## src/rtl/uart_pkg.sv

```systemverilog
// uart_pkg: shared UART datapath constants, arbiter state encoding and pointer width helper.
package uart_pkg;
  localparam int UART_DATA_W = 8;
  typedef enum logic [1:0] {IDLE, SEND, HOLD} uart_arb_state_t;
  function automatic int uart_ptr_w(input int n);
    return (n > 1) ? $clog2(n) : 1;
  endfunction
endpackage

```

## src/rtl/uart_rr_pick.sv

```systemverilog
// uart_rr_pick: combinational round-robin pick of the first request at or after the pointer, with wrap.
module uart_rr_pick
  import uart_pkg::*;
#(
  parameter int N  = 4,
  parameter int PW = uart_ptr_w(N)
) (
  input  logic [N-1:0]  i_req,
  input  logic [PW-1:0] i_ptr,
  output logic [N-1:0]  o_grant,
  output logic [PW-1:0] o_idx
);
  logic [PW-1:0] w_j;
  logic          w_found;
  always_comb begin
    o_grant = '0;
    o_idx   = '0;
    w_found = 1'b0;
    w_j     = '0;
    for (int k = 0; k < N; k++) begin
      w_j = PW'((int'(i_ptr) + k) % N);
      if (!w_found && i_req[w_j]) begin
        w_found      = 1'b1;
        o_idx        = w_j;
        o_grant[w_j] = 1'b1;
      end
    end
  end
endmodule

```

## src/rtl/uart_tx_arbiter.sv

```systemverilog
// uart_tx_arbiter: round-robin share of one uart_tx among N_REQ byte producers.
// Define UART_ARB_LOCK_EN for packet locking (HOLD state, req_last_i, lock timeout).
module uart_tx_arbiter
  import uart_pkg::*;
#(
  parameter int N_REQ        = 4,
  parameter int DATA_W       = UART_DATA_W,
  parameter int LOCK_TIMEOUT = 1_000_000
) (
  input  logic                       clk_i,
  input  logic                       reset_i,
  input  logic [N_REQ-1:0]           req_valid_i,
  input  logic [N_REQ*DATA_W-1:0]    req_data_i,
  input  logic [N_REQ-1:0]           req_last_i,
  output logic [N_REQ-1:0]           req_ready_o,
  output logic                       tx_valid_o,
  output logic [DATA_W-1:0]          tx_data_o,
  input  logic                       tx_ready_i,
  output logic [$clog2(N_REQ)-1:0]   grant_id_o,
  output logic                       busy_o,
  output logic                       timeout_o
);
  localparam int PW = uart_ptr_w(N_REQ);
  uart_arb_state_t   r_state;
  logic [PW-1:0]     r_rr_ptr;
  logic [PW-1:0]     r_gid;
  logic [DATA_W-1:0] r_data;
  logic              r_tx_valid;
  logic              r_busy;
  logic [N_REQ-1:0]  w_pick;
  logic [PW-1:0]     w_pick_idx;
  logic [PW-1:0]     w_sel;
  logic [PW-1:0]     w_next_ptr;
  logic              w_accept;
  logic [DATA_W-1:0] w_bytes [N_REQ];

  for (genvar n = 0; n < N_REQ; n++) begin : g_bytes
    assign w_bytes[n] = req_data_i[n*DATA_W +: DATA_W];
  end

  uart_rr_pick #(.N(N_REQ), .PW(PW)) u_pick (
    .i_req   (req_valid_i),
    .i_ptr   (r_rr_ptr),
    .o_grant (w_pick),
    .o_idx   (w_pick_idx)
  );

  assign w_sel      = (r_state == IDLE) ? w_pick_idx : r_gid;
  assign w_next_ptr = (r_gid == PW'(N_REQ - 1)) ? '0 : r_gid + 1'b1;
  assign w_accept   = |req_ready_o;
  assign tx_valid_o = r_tx_valid;
  assign tx_data_o  = r_data;
  assign grant_id_o = r_gid;
  assign busy_o     = r_busy;

`ifdef UART_ARB_LOCK_EN
  localparam int CW = (LOCK_TIMEOUT > 1) ? $clog2(LOCK_TIMEOUT) : 1;
  logic [CW-1:0] r_cnt;
  logic          r_last;
  logic          r_timeout;
  // HOLD only listens to the current owner; everyone else waits for release.
  assign req_ready_o = (r_state == IDLE) ? w_pick :
                       (r_state == HOLD && req_valid_i[r_gid]) ? (N_REQ'(1) << r_gid) : '0;
  assign timeout_o   = r_timeout;

  always_ff @(posedge clk_i or posedge reset_i) begin
    if (reset_i) begin
      r_state    <= IDLE;
      r_rr_ptr   <= '0;
      r_gid      <= '0;
      r_data     <= '0;
      r_tx_valid <= 1'b0;
      r_busy     <= 1'b0;
      r_cnt      <= '0;
      r_last     <= 1'b0;
      r_timeout  <= 1'b0;
    end else begin
      r_timeout <= 1'b0;
      r_cnt     <= (r_state == HOLD && !w_accept) ? ((&r_cnt) ? r_cnt : r_cnt + 1'b1) : '0;
      if (w_accept) begin
        r_state    <= SEND;
        r_tx_valid <= 1'b1;
        r_busy     <= 1'b1;
        r_data     <= w_bytes[w_sel];
        r_gid      <= w_sel;
        r_last     <= req_last_i[w_sel];
      end else if (r_state == SEND && tx_ready_i) begin
        r_tx_valid <= 1'b0;
        r_state    <= r_last ? IDLE : HOLD;
        r_busy     <= !r_last;
        if (r_last) r_rr_ptr <= w_next_ptr;
      end else if (r_state == HOLD && r_cnt == CW'(LOCK_TIMEOUT - 1)) begin
        r_timeout <= 1'b1;
        r_state   <= IDLE;
        r_busy    <= 1'b0;
        r_rr_ptr  <= w_next_ptr;
      end
    end
  end
`else
  logic w_unused;
  assign w_unused    = ^{req_last_i, 1'(LOCK_TIMEOUT % 2)};
  assign req_ready_o = (r_state == IDLE) ? w_pick : '0;
  assign timeout_o   = 1'b0;

  always_ff @(posedge clk_i or posedge reset_i) begin
    if (reset_i) begin
      r_state    <= IDLE;
      r_rr_ptr   <= '0;
      r_gid      <= '0;
      r_data     <= '0;
      r_tx_valid <= 1'b0;
      r_busy     <= 1'b0;
    end else if (w_accept) begin
      r_state    <= SEND;
      r_tx_valid <= 1'b1;
      r_busy     <= 1'b1;
      r_data     <= w_bytes[w_sel];
      r_gid      <= w_sel;
    end else if (r_state == SEND && tx_ready_i) begin
      r_state    <= IDLE;
      r_tx_valid <= 1'b0;
      r_busy     <= 1'b0;
      r_rr_ptr   <= w_next_ptr;
    end
  end
`endif
endmodule

```

## config.mk

```make
export PLATFORM = sky130hd
export DESIGN_NAME = uart_tx_arbiter
export DESIGN_NICKNAME = d
export VERILOG_FILES = /design/src/rtl/uart_pkg.sv /design/src/rtl/uart_rr_pick.sv /design/src/rtl/uart_tx_arbiter.sv
export SDC_FILE = /design/constraint.sdc
export NUM_CORES = 1
export LEC_CHECK = 0
export CAP_MARGIN = 20
export CORE_MARGIN = 2
export CORE_UTILIZATION = 45
export DETAILED_ROUTE_END_ITERATION = 8
export DONT_BUFFER_PORTS = 1
export PLACE_DENSITY_LB_ADDON = 0.15
export SYNTH_ARGS = -nofsm -noshare
export SYNTH_HDL_FRONTEND = slang
export SYNTH_SLANG_ARGS = --single-unit
```

## constraint.sdc

```tcl
create_clock -name clk_i -period 3.35 [get_ports clk_i]
set_clock_uncertainty 0.15 [all_clocks]
set_input_delay 0.67 -clock clk_i [delete_from_list [all_inputs] [get_ports clk_i]]
set_output_delay 0.67 -clock clk_i [all_outputs]
set_load 0.005 [all_outputs]
```

==> impl_metrics.sql, run 1 <==
INSERT INTO impl_metrics (metric_group, metric, value, unit) VALUES
('drt', 'detail_route.wirelength', '4006', 'um'),
('pwr', 'p_leak', '0.7230', 'nW'),
('outcome', 'outcome', 'finished, final reports clean', ''),
('finish', 'area_growth_syn_to_layout', '12.81', '%'),
('timing', 'final-hold-violation-count', '0', ''),
('floorplan', 'floorplan.die.width', '64.22', 'um'),
('synthesis', 'synth-edff-count', '0', ''),
('finish', 'final_std_cells_w_o_fill', '212', ''),
('clock_network', 'cts-buffers-inserted', '3', ''),
('worst_setup_path', 'crit_chain', 'buf_6 -> mux4_2 -> or3b_1 -> a221oi_4 -> a21o_1', ''),
('grt', 'grt_pass1_vias', '1300', ''),
('floorplan', 'initial_core_util', '0.4777', ''),
('pwr', 'comb_power_share', '0.823', ''),
('pwr', 'seq_power_share', '0.135', ''),
('worst_setup_path', 'cpPeakStageDelay', '0.59', 'ns'),
('finish', 'post-route-cell-area', '0.001841', 'mm^2'),
('drt', 'highest_layer', 'met4', ''),
('synthesis', 'synth.ff_latch_count', '13', ''),
('drt', 'ant_nets', '0', ''),
('drt', 'via_count', '1357', ''),
('drt', 'drt-initial-drc-count', '50', ''),
('placed_design', 'dp_slack', '-0.002842', 'ns'),
('grt', 'antenna_violations_before_repair', '0', ''),
('placed_design', 'final_hpwl_dp', '2957', 'um'),
('synthesis', 'synth-async-reset-ratio', '1.000', ''),
('floorplan', 'fp-row-count', '21', ''),
('pwr', 'switchingPower', '1.224', 'mW'),
('clock_network', 'worst_skew_pair.late_latency', '0.28', 'ns'),
('finish', 'count_of_nets_after_finishing', '219', ''),
('finish', 'num-fill-cells', '314', ''),
('synthesis', 'gate_count_post_synth', '162', ''),
('timing', 'finalSetupViolCount', '0', ''),
('timing', 'finalCriticalPeriod', '3.196', 'ns'),
('finish', 'post_route_cells_drive_above_1_share', '0.2771', ''),
('grt', 'grt_remaining_overflow', '0', ''),
('timing', 'setup_ws', '0.1536', 'ns'),
('synthesis', 'post-synth-top-area-fraction', '0.1994', ''),
('drt', 'met2_wirelength', '1992', 'um'),
('synthesis', 'synth.yosys.seq_area_share', '0.1994', ''),
('drt', 'detail_route.vias_per_cell', '6.401', ''),
('pwr', 'power_frac_clock', '0.042', ''),
('timing', 'final_clock_period_utilization_by_the_worst_path', '0.9542', ''),
('synthesis', 'synth_ff_type', 'sky130_fd_sc_hd__dfrtp_1', ''),
('placed_design', 'io_buffer_count', '0', ''),
('flow_run', 'drv.max_cap_violation_count', '0', ''),
('timing', 'unrepaired_setup_endpoints_after_global_routing', 'false', ''),
('drt', 'route.layer.met1.wl', '1781', 'um'),
('clock_network', 'htree_levels', '1', ''),
('drt', 'met3_length', '224', 'um'),
('pwr', 'ir_drop', '0.0005177', 'V'),
('synthesis', 'synth_fp_nets', '214', ''),
('worst_setup_path', 'path_class', 'reg2out', ''),
('clock_network', 'cts.root.buffer_cell', 'sky130_fd_sc_hd__clkbuf_4', ''),
('pwr', 'power_report.internal_total', '1.141', 'mW'),
('worst_setup_path', 'crit_path_start_kind', 'flop', ''),
('clock_network', 'tritoncts_clock_tree', 'built', ''),
('worst_setup_path', 'crit_path_top_delay_cell', 'sky130_fd_sc_hd__mux4_2', ''),
('floorplan', 'die-area', '0.004124', 'mm^2'),
('worst_setup_path', 'timing.critical_path.required', '2.53', 'ns'),
('finish', 'number_of_antenna_diodes', '0', ''),
('synthesis', 'synth.top_cells.by_area', 'sky130_fd_sc_hd__dfrtp_1, sky130_fd_sc_hd__o31ai_4, sky130_fd_sc_hd__a221oi_1, sky130_fd_sc_hd__ha_1, sky130_fd_sc_hd__and2_1', ''),
('clock_network', 'clock_sink_count', '13', ''),
('worst_setup_path', 'cp_data_arrival_time', '2.38', 'ns'),
('synthesis', 'netlist.top_cell.by_area', 'sky130_fd_sc_hd__dfrtp_1', ''),
('clock_network', 'clk_path_buf_depth', '2', ''),
('worst_setup_path', 'endpoint_kind', 'output port', ''),
('synthesis', 'postSynthAreaPerCell', '10.07', 'um^2'),
('synthesis', 'number_of_synthesis_warnings', '0', ''),
('grt', 'grtUsageTotal', '0.1948', ''),
('timing', 'max_slew_margin', '0.5916', ''),
('floorplan', 'design.core.area', '0.003416', 'mm^2');
-- routing by layer --
layer / vias to the layer above / GRT usage
li1: 646 / -
met1: 676 / 0.2486
met2: 33 / 0.3333
met3: 2 / 0.05810
met4: 0 / 0.02394
met5: - / 0
-- synthesized netlist by cell type, drive strengths merged (2+ instances only) --
cell type / number
a2111oi: 2
a211oi: 3
a21o: 3
a21oi: 7
a221oi: 20
and2: 17
buf: 7
clkbuf: 6
dfrtp: 13
ha: 9
inv: 12
mux2: 3
mux4: 4
nand2: 5
nand3: 10
nor2: 2
nor2b: 3
nor3: 2
o21ai: 3
o21bai: 2
o31ai: 11
or2: 2
or3b: 4
-- power groups by stage --
stage / Clock [mW] / Sequential [mW] / Combinational (mW)
finish: 0.100 / 0.319 / 1.95
detailed placement: 0 / 0.322 / 1.79
CTS: 0.102 / 0.318 / 1.83
floorplan: 0 / 0.318 / 1.54
global route: 0.112 / 0.329 / 2.13
global placement: 0 / 0.318 / 1.74
-- final cells by class --
| class | instances | area (um^2) | share of cell area |
|---|---|---|---|
| inverters | 12 | 45.04 | 0.02447 |
| repair buffers | 12 | 93.84 | 0.05099 |
| clock buffers | 3 | 22.52 | 0.01224 |
| flip-flops and latches | 13 | 325.3 | 0.1768 |
| clock inverters | 1 | 5.005 | 0.002719 |
| well taps | 46 | 57.56 | 0.03127 |
| multi-input cells | 125 | 1291 | 0.7016 |
-- cells in the final DEF (no fill, tap or decap), types with 2 or more instances in the layout --
master	n
sky130_fd_sc_hd__nor2b_1	3
sky130_fd_sc_hd__o21bai_1	2
sky130_fd_sc_hd__mux2_1	2
sky130_fd_sc_hd__a21oi_1	6
sky130_fd_sc_hd__o21ai_1	2
sky130_fd_sc_hd__nand3_1	10
sky130_fd_sc_hd__inv_1	11
sky130_fd_sc_hd__or2_2	2
sky130_fd_sc_hd__buf_4	11
sky130_fd_sc_hd__a221oi_4	4
sky130_fd_sc_hd__nand2_1	5
sky130_fd_sc_hd__and2_1	16
sky130_fd_sc_hd__dfrtp_1	13
sky130_fd_sc_hd__o31ai_4	9
sky130_fd_sc_hd__ha_1	8
sky130_fd_sc_hd__a2111oi_4	2
sky130_fd_sc_hd__clkbuf_4	3
sky130_fd_sc_hd__o31ai_1	2
sky130_fd_sc_hd__nor3_1	2
sky130_fd_sc_hd__mux4_2	4
sky130_fd_sc_hd__a21o_1	3
sky130_fd_sc_hd__a221oi_1	16
sky130_fd_sc_hd__nor2_1	2
sky130_fd_sc_hd__or3b_1	4
-- worst max-delay path: cells and delay by family, from the launching register on --
kind            cells  cell delay, ns
simple gates        1            0.43
mux                 1            0.59
buf+inv             1            0.21
compound gates      2            0.47
flops               1            0.38
-- logic make-up after synthesis --
| group | share of synthesized area |
|---|---|
| AO/OA/AOI/OAI | 0.3850 |
| AND/OR/NAND/NOR | 0.1841 |
| buffers and inverters | 0.07821 |
| flip-flops | 0.1994 |
| adder cells (fa/ha/maj) | 0.06902 |
| multiplexers | 0.08206 |
| other | 0.002298 |
-- timing repair --
item                       4_1_cts  5_1_grt
setup endpoints to repair        2        4
hold buffers                     0        0
pin swaps                        1        4
gates cloned                     0        1
gates resized for setup          2       12
setup buffers                    1        2
-- worst paths after layout --
check / slack (ns) / cells past startpoint / endpoint / start
min in group clk_i: 0.31 / 1 / tx_valid_o / tx_ready_i
max in group asynchronous: 2.57 / 1 / tx_data_o[7] / reset_i
worst min-delay path: 0.14 / 1 / r_rr_ptr[0] / reset_i
worst min register to register: 0.44 / 2 / tx_data_o[4] / tx_data_o[4]
worst max-delay path: 0.15 / 5 / req_ready_o[2] / r_rr_ptr[0]
worst max register to register: 0.23 / 8 / grant_id_o[0] / r_rr_ptr[0]
-- stage by stage --
stage	hold slack, ns	util
final	0.1415	0.5388
after global routing	0.1678	0.5388
after floorplan	0.3680	-
after global placement	0.4187	0.4901
after CTS	0.1557	0.5051
after detailed placement	0.4254	0.4901
-- sequential cells by signal, summed over array words and instances, names as in the netlist --
signal	cells
r_rr_ptr	2
grant_id_o	2
tx_data_o	8
tx_valid_o	1
Note: power is estimated with default switching activity, not from simulation.
==> inputs of run 2 (changes only) <==
--- a/config.mk
+++ b/config.mk
@@ -6,6 +6,7 @@
 export NUM_CORES = 1
 export LEC_CHECK = 0
 export CAP_MARGIN = 20
+export CORE_ASPECT_RATIO = 1.4
 export CORE_MARGIN = 2
 export CORE_UTILIZATION = 45
 export DETAILED_ROUTE_END_ITERATION = 8
==> constraint.sdc (replaced) <==
create_clock -name clk_i -period 3.35 [get_ports clk_i]
set_clock_uncertainty 0.15 [all_clocks]
set_input_delay 0.5025 -clock clk_i [delete_from_list [all_inputs] [get_ports clk_i]]
set_output_delay 0.5025 -clock clk_i [all_outputs]
set_load 0.005 [all_outputs]
==> impl_metrics.sql, run 2 (synthesized netlist as in run 1, its figures left out) <==
INSERT INTO impl_metrics (metric_group, metric, value, unit) VALUES
('floorplan', 'floorplan.die.width', '54.89', 'um'),
('grt', 'grt_max_degree', '20', ''),
('grt', 'antenna_violations_before_repair', '0', ''),
('floorplan', 'die_height', '75.25', 'um'),
('pwr', 'p_leak', '0.7170', 'nW'),
('pwr', 'power_frac_clock', '0.058', ''),
('timing', 'finalCriticalPeriod', '3.195', 'ns'),
('drt', 'detail_route.vias_per_cell', '6.378', ''),
('clock_network', 'htree_levels', '1', ''),
('finish', 'final_util', '0.5207', ''),
('timing', 'finalSetupViolCount', '0', ''),
('grt', 'grtUsageTotal', '0.2069', ''),
('timing', 'setup_ws', '0.1551', 'ns'),
('floorplan', 'initial_core_util', '0.4785', ''),
('worst_setup_path', 'crit_path_start_kind', 'flop', ''),
('floorplan', 'design.core.area', '0.003410', 'mm^2'),
('clock_network', 'clk_path_buf_depth', '2', ''),
('worst_setup_path', 'path_class', 'reg2reg', ''),
('flow_run', 'drv.max_cap_violation_count', '0', ''),
('timing', 'whs', '0.02344', 'ns'),
('drt', 'drt-initial-drc-count', '12', ''),
('pwr', 'ir_drop', '0.0007430', 'V'),
('drt', 'wire_per_inst', '18.13', 'um'),
('pwr', 'power_report.internal_total', '1.176', 'mW'),
('pwr', 'switchingPower', '1.161', 'mW'),
('drt', 'via_count', '1333', ''),
('finish', 'layout_common_cells', 'sky130_fd_sc_hd__and2_1, sky130_fd_sc_hd__a221oi_1, sky130_fd_sc_hd__buf_4, sky130_fd_sc_hd__dfrtp_1, sky130_fd_sc_hd__inv_1', ''),
('worst_setup_path', 'timing.critical_path.required', '3.31', 'ns'),
('grt', 'grt_pass1_wl', '6230', 'um'),
('worst_setup_path', 'cp_max_fo', '11', ''),
('timing', 'max_slew.worst_pin.slew', '0.5762', 'ns'),
('grt', 'grt_pass1_vias', '1304', ''),
('finish', 'post_route_cells_drive_above_1_share', '0.2604', ''),
('clock_network', 'cts-buffers-inserted', '3', ''),
('clock_network', 'cts.reportedPaths.clkPinSlew', '0.05', 'ns'),
('timing', 'final_clock_period_utilization_by_the_worst_path', '0.9537', ''),
('placed_design', 'gp_routability_congestion', '0.7441', ''),
('worst_setup_path', 'endpoint_kind', 'flop', ''),
('placed_design', 'io_buffer_count', '0', ''),
('placed_design', 'dp_slack', '0.04755', 'ns'),
('finish', 'area_growth_syn_to_layout', '8.819', '%'),
('drt', 'ant_nets', '0', ''),
('clock_network', 'cts.root.buffer_cell', 'sky130_fd_sc_hd__clkbuf_8', ''),
('clock_network', 'clock_sink_count', '13', ''),
('floorplan', 'fp-row-count', '25', ''),
('drt', 'drc', '0', ''),
('timing', 'fmaxAchievable', '313.0', 'MHz'),
('drt', 'detail_route.wirelength', '3790', 'um'),
('pwr', 'swShare', '0.4967', ''),
('clock_network', 'worst_skew_pair.late_latency', '0.24', 'ns'),
('clock_network', 'tritoncts_clock_tree', 'built', ''),
('pwr', 'seq_power_share', '0.137', ''),
('pwr', 'comb_power_share', '0.805', ''),
('floorplan', 'pin_count', '60', ''),
('worst_hold_path', 'worstHoldPathType', 'in2async', ''),
('finish', 'count_of_nets_after_finishing', '222', ''),
('drt', 'drt-pass1-iter-count', '4', ''),
('floorplan', 'die-area', '0.004130', 'mm^2'),
('timing', 'max_slew_margin', '0.6151', ''),
('worst_setup_path', 'cp_data_arrival_time', '3.16', 'ns'),
('placed_design', 'final_hpwl_dp', '3089', 'um'),
('timing', 'final-hold-violation-count', '0', ''),
('finish', 'number_of_antenna_diodes', '0', ''),
('finish', 'largest_register_ffs', '8', ''),
('outcome', 'outcome', 'finished, final reports clean', ''),
('timing', 'timing_max_transition_violations_final', '0', ''),
('grt', 'grt_remaining_overflow', '0', ''),
('pwr', 'power_density', '1316', 'mW/mm^2');
run 2: path summary, 6_finish.rpt:
kind / start / endpoint / slack [ns] / depth (start not counted)
setup / recovery: r_rr_ptr[0] / grant_id_o[0] / 0.16 / 10
hold / removal: reset_i / tx_valid_o / 0.02 / 1
setup reg to reg: r_rr_ptr[0] / grant_id_o[0] / 0.16 / 10
hold reg to reg: tx_data_o[7] / tx_data_o[7] / 0.44 / 2
max in group asynchronous: reset_i / tx_data_o[2] / 2.69 / 1
min in group clk_i: tx_ready_i / tx_valid_o / 0.19 / 1
run 2: layer usage:
layer | global-route usage | part of all wire | up-vias
met4 | 0.07046 | 0.011 | 0
met3 | 0.02778 | 0.057 | 2
met2 | 0.3981 | 0.58 | 47
met5 | 0 | 0 | -
li1 | - | - | 637
met1 | 0.2204 | 0.35 | 647
run 2: cell type report:
cell class	count	area [um^2]
Sequential cell	13	325.3
Tap cell	40	50.05
Multi-Input combinational cell	124	1190
Clock buffer	4	45.04
Fill cell	308	1634
Inverter	12	45.04
Timing Repair Buffer	16	120.1
run 2: power by group through the flow:
stage	Sequential [mW]	Combinational, mW	Clock (mW)
after floorplan	0.318	1.54	0
after global placement	0.323	1.76	0
after detailed placement	0.325	1.81	0
after CTS	0.322	1.81	0.140
after global routing	0.329	2.06	0.146
final	0.320	1.88	0.135
run 2: what timing repair did:
item                       4_1_cts  5_1_grt
hold endpoints to repair         0        0
setup endpoints to repair        0        2
hold buffers                     0        0
resized for setup                0        1
setup buffers                    0        4
run 2: worst max-delay path: stages (launching register included):
cell	delay (ns)
sky130_fd_sc_hd__dfrtp_1	0.34
sky130_fd_sc_hd__inv_1	0.06
sky130_fd_sc_hd__ha_1	0.40
sky130_fd_sc_hd__mux4_2	0.35
sky130_fd_sc_hd__buf_4	0.18
sky130_fd_sc_hd__or3b_1	0.36
sky130_fd_sc_hd__a221oi_2	0.35
sky130_fd_sc_hd__a2111oi_4	0.09
sky130_fd_sc_hd__buf_4	0.18
sky130_fd_sc_hd__and2_4	0.26
sky130_fd_sc_hd__mux2_1	0.34
run 2: per-stage QoR:
stage | area [um^2] | instances | setup TNS, ns | total power, mW
floorplan | 1632 | 162 | 0 | 1.859
finish | 1775 | 209 | 0 | 2.337
CTS | 1734 | 205 | 0 | 2.272
global route | 1775 | 209 | -0.01328 | 2.535
global placement | 1689 | 201 | 0 | 2.083
detailed placement | 1689 | 201 | 0 | 2.132
==> inputs of run 3 (changes only) <==
--- a/config.mk
+++ b/config.mk
@@ -12,6 +12,7 @@
 export DETAILED_ROUTE_END_ITERATION = 8
 export DONT_BUFFER_PORTS = 1
 export PLACE_DENSITY_LB_ADDON = 0.15
+export SLEW_MARGIN = 10
 export SYNTH_ARGS = -nofsm -noshare
 export SYNTH_HDL_FRONTEND = slang
 export SYNTH_SLANG_ARGS = --single-unit
==> results of run 3 <==
No change in the layout: final DEF, timing and power equal those of run 2.
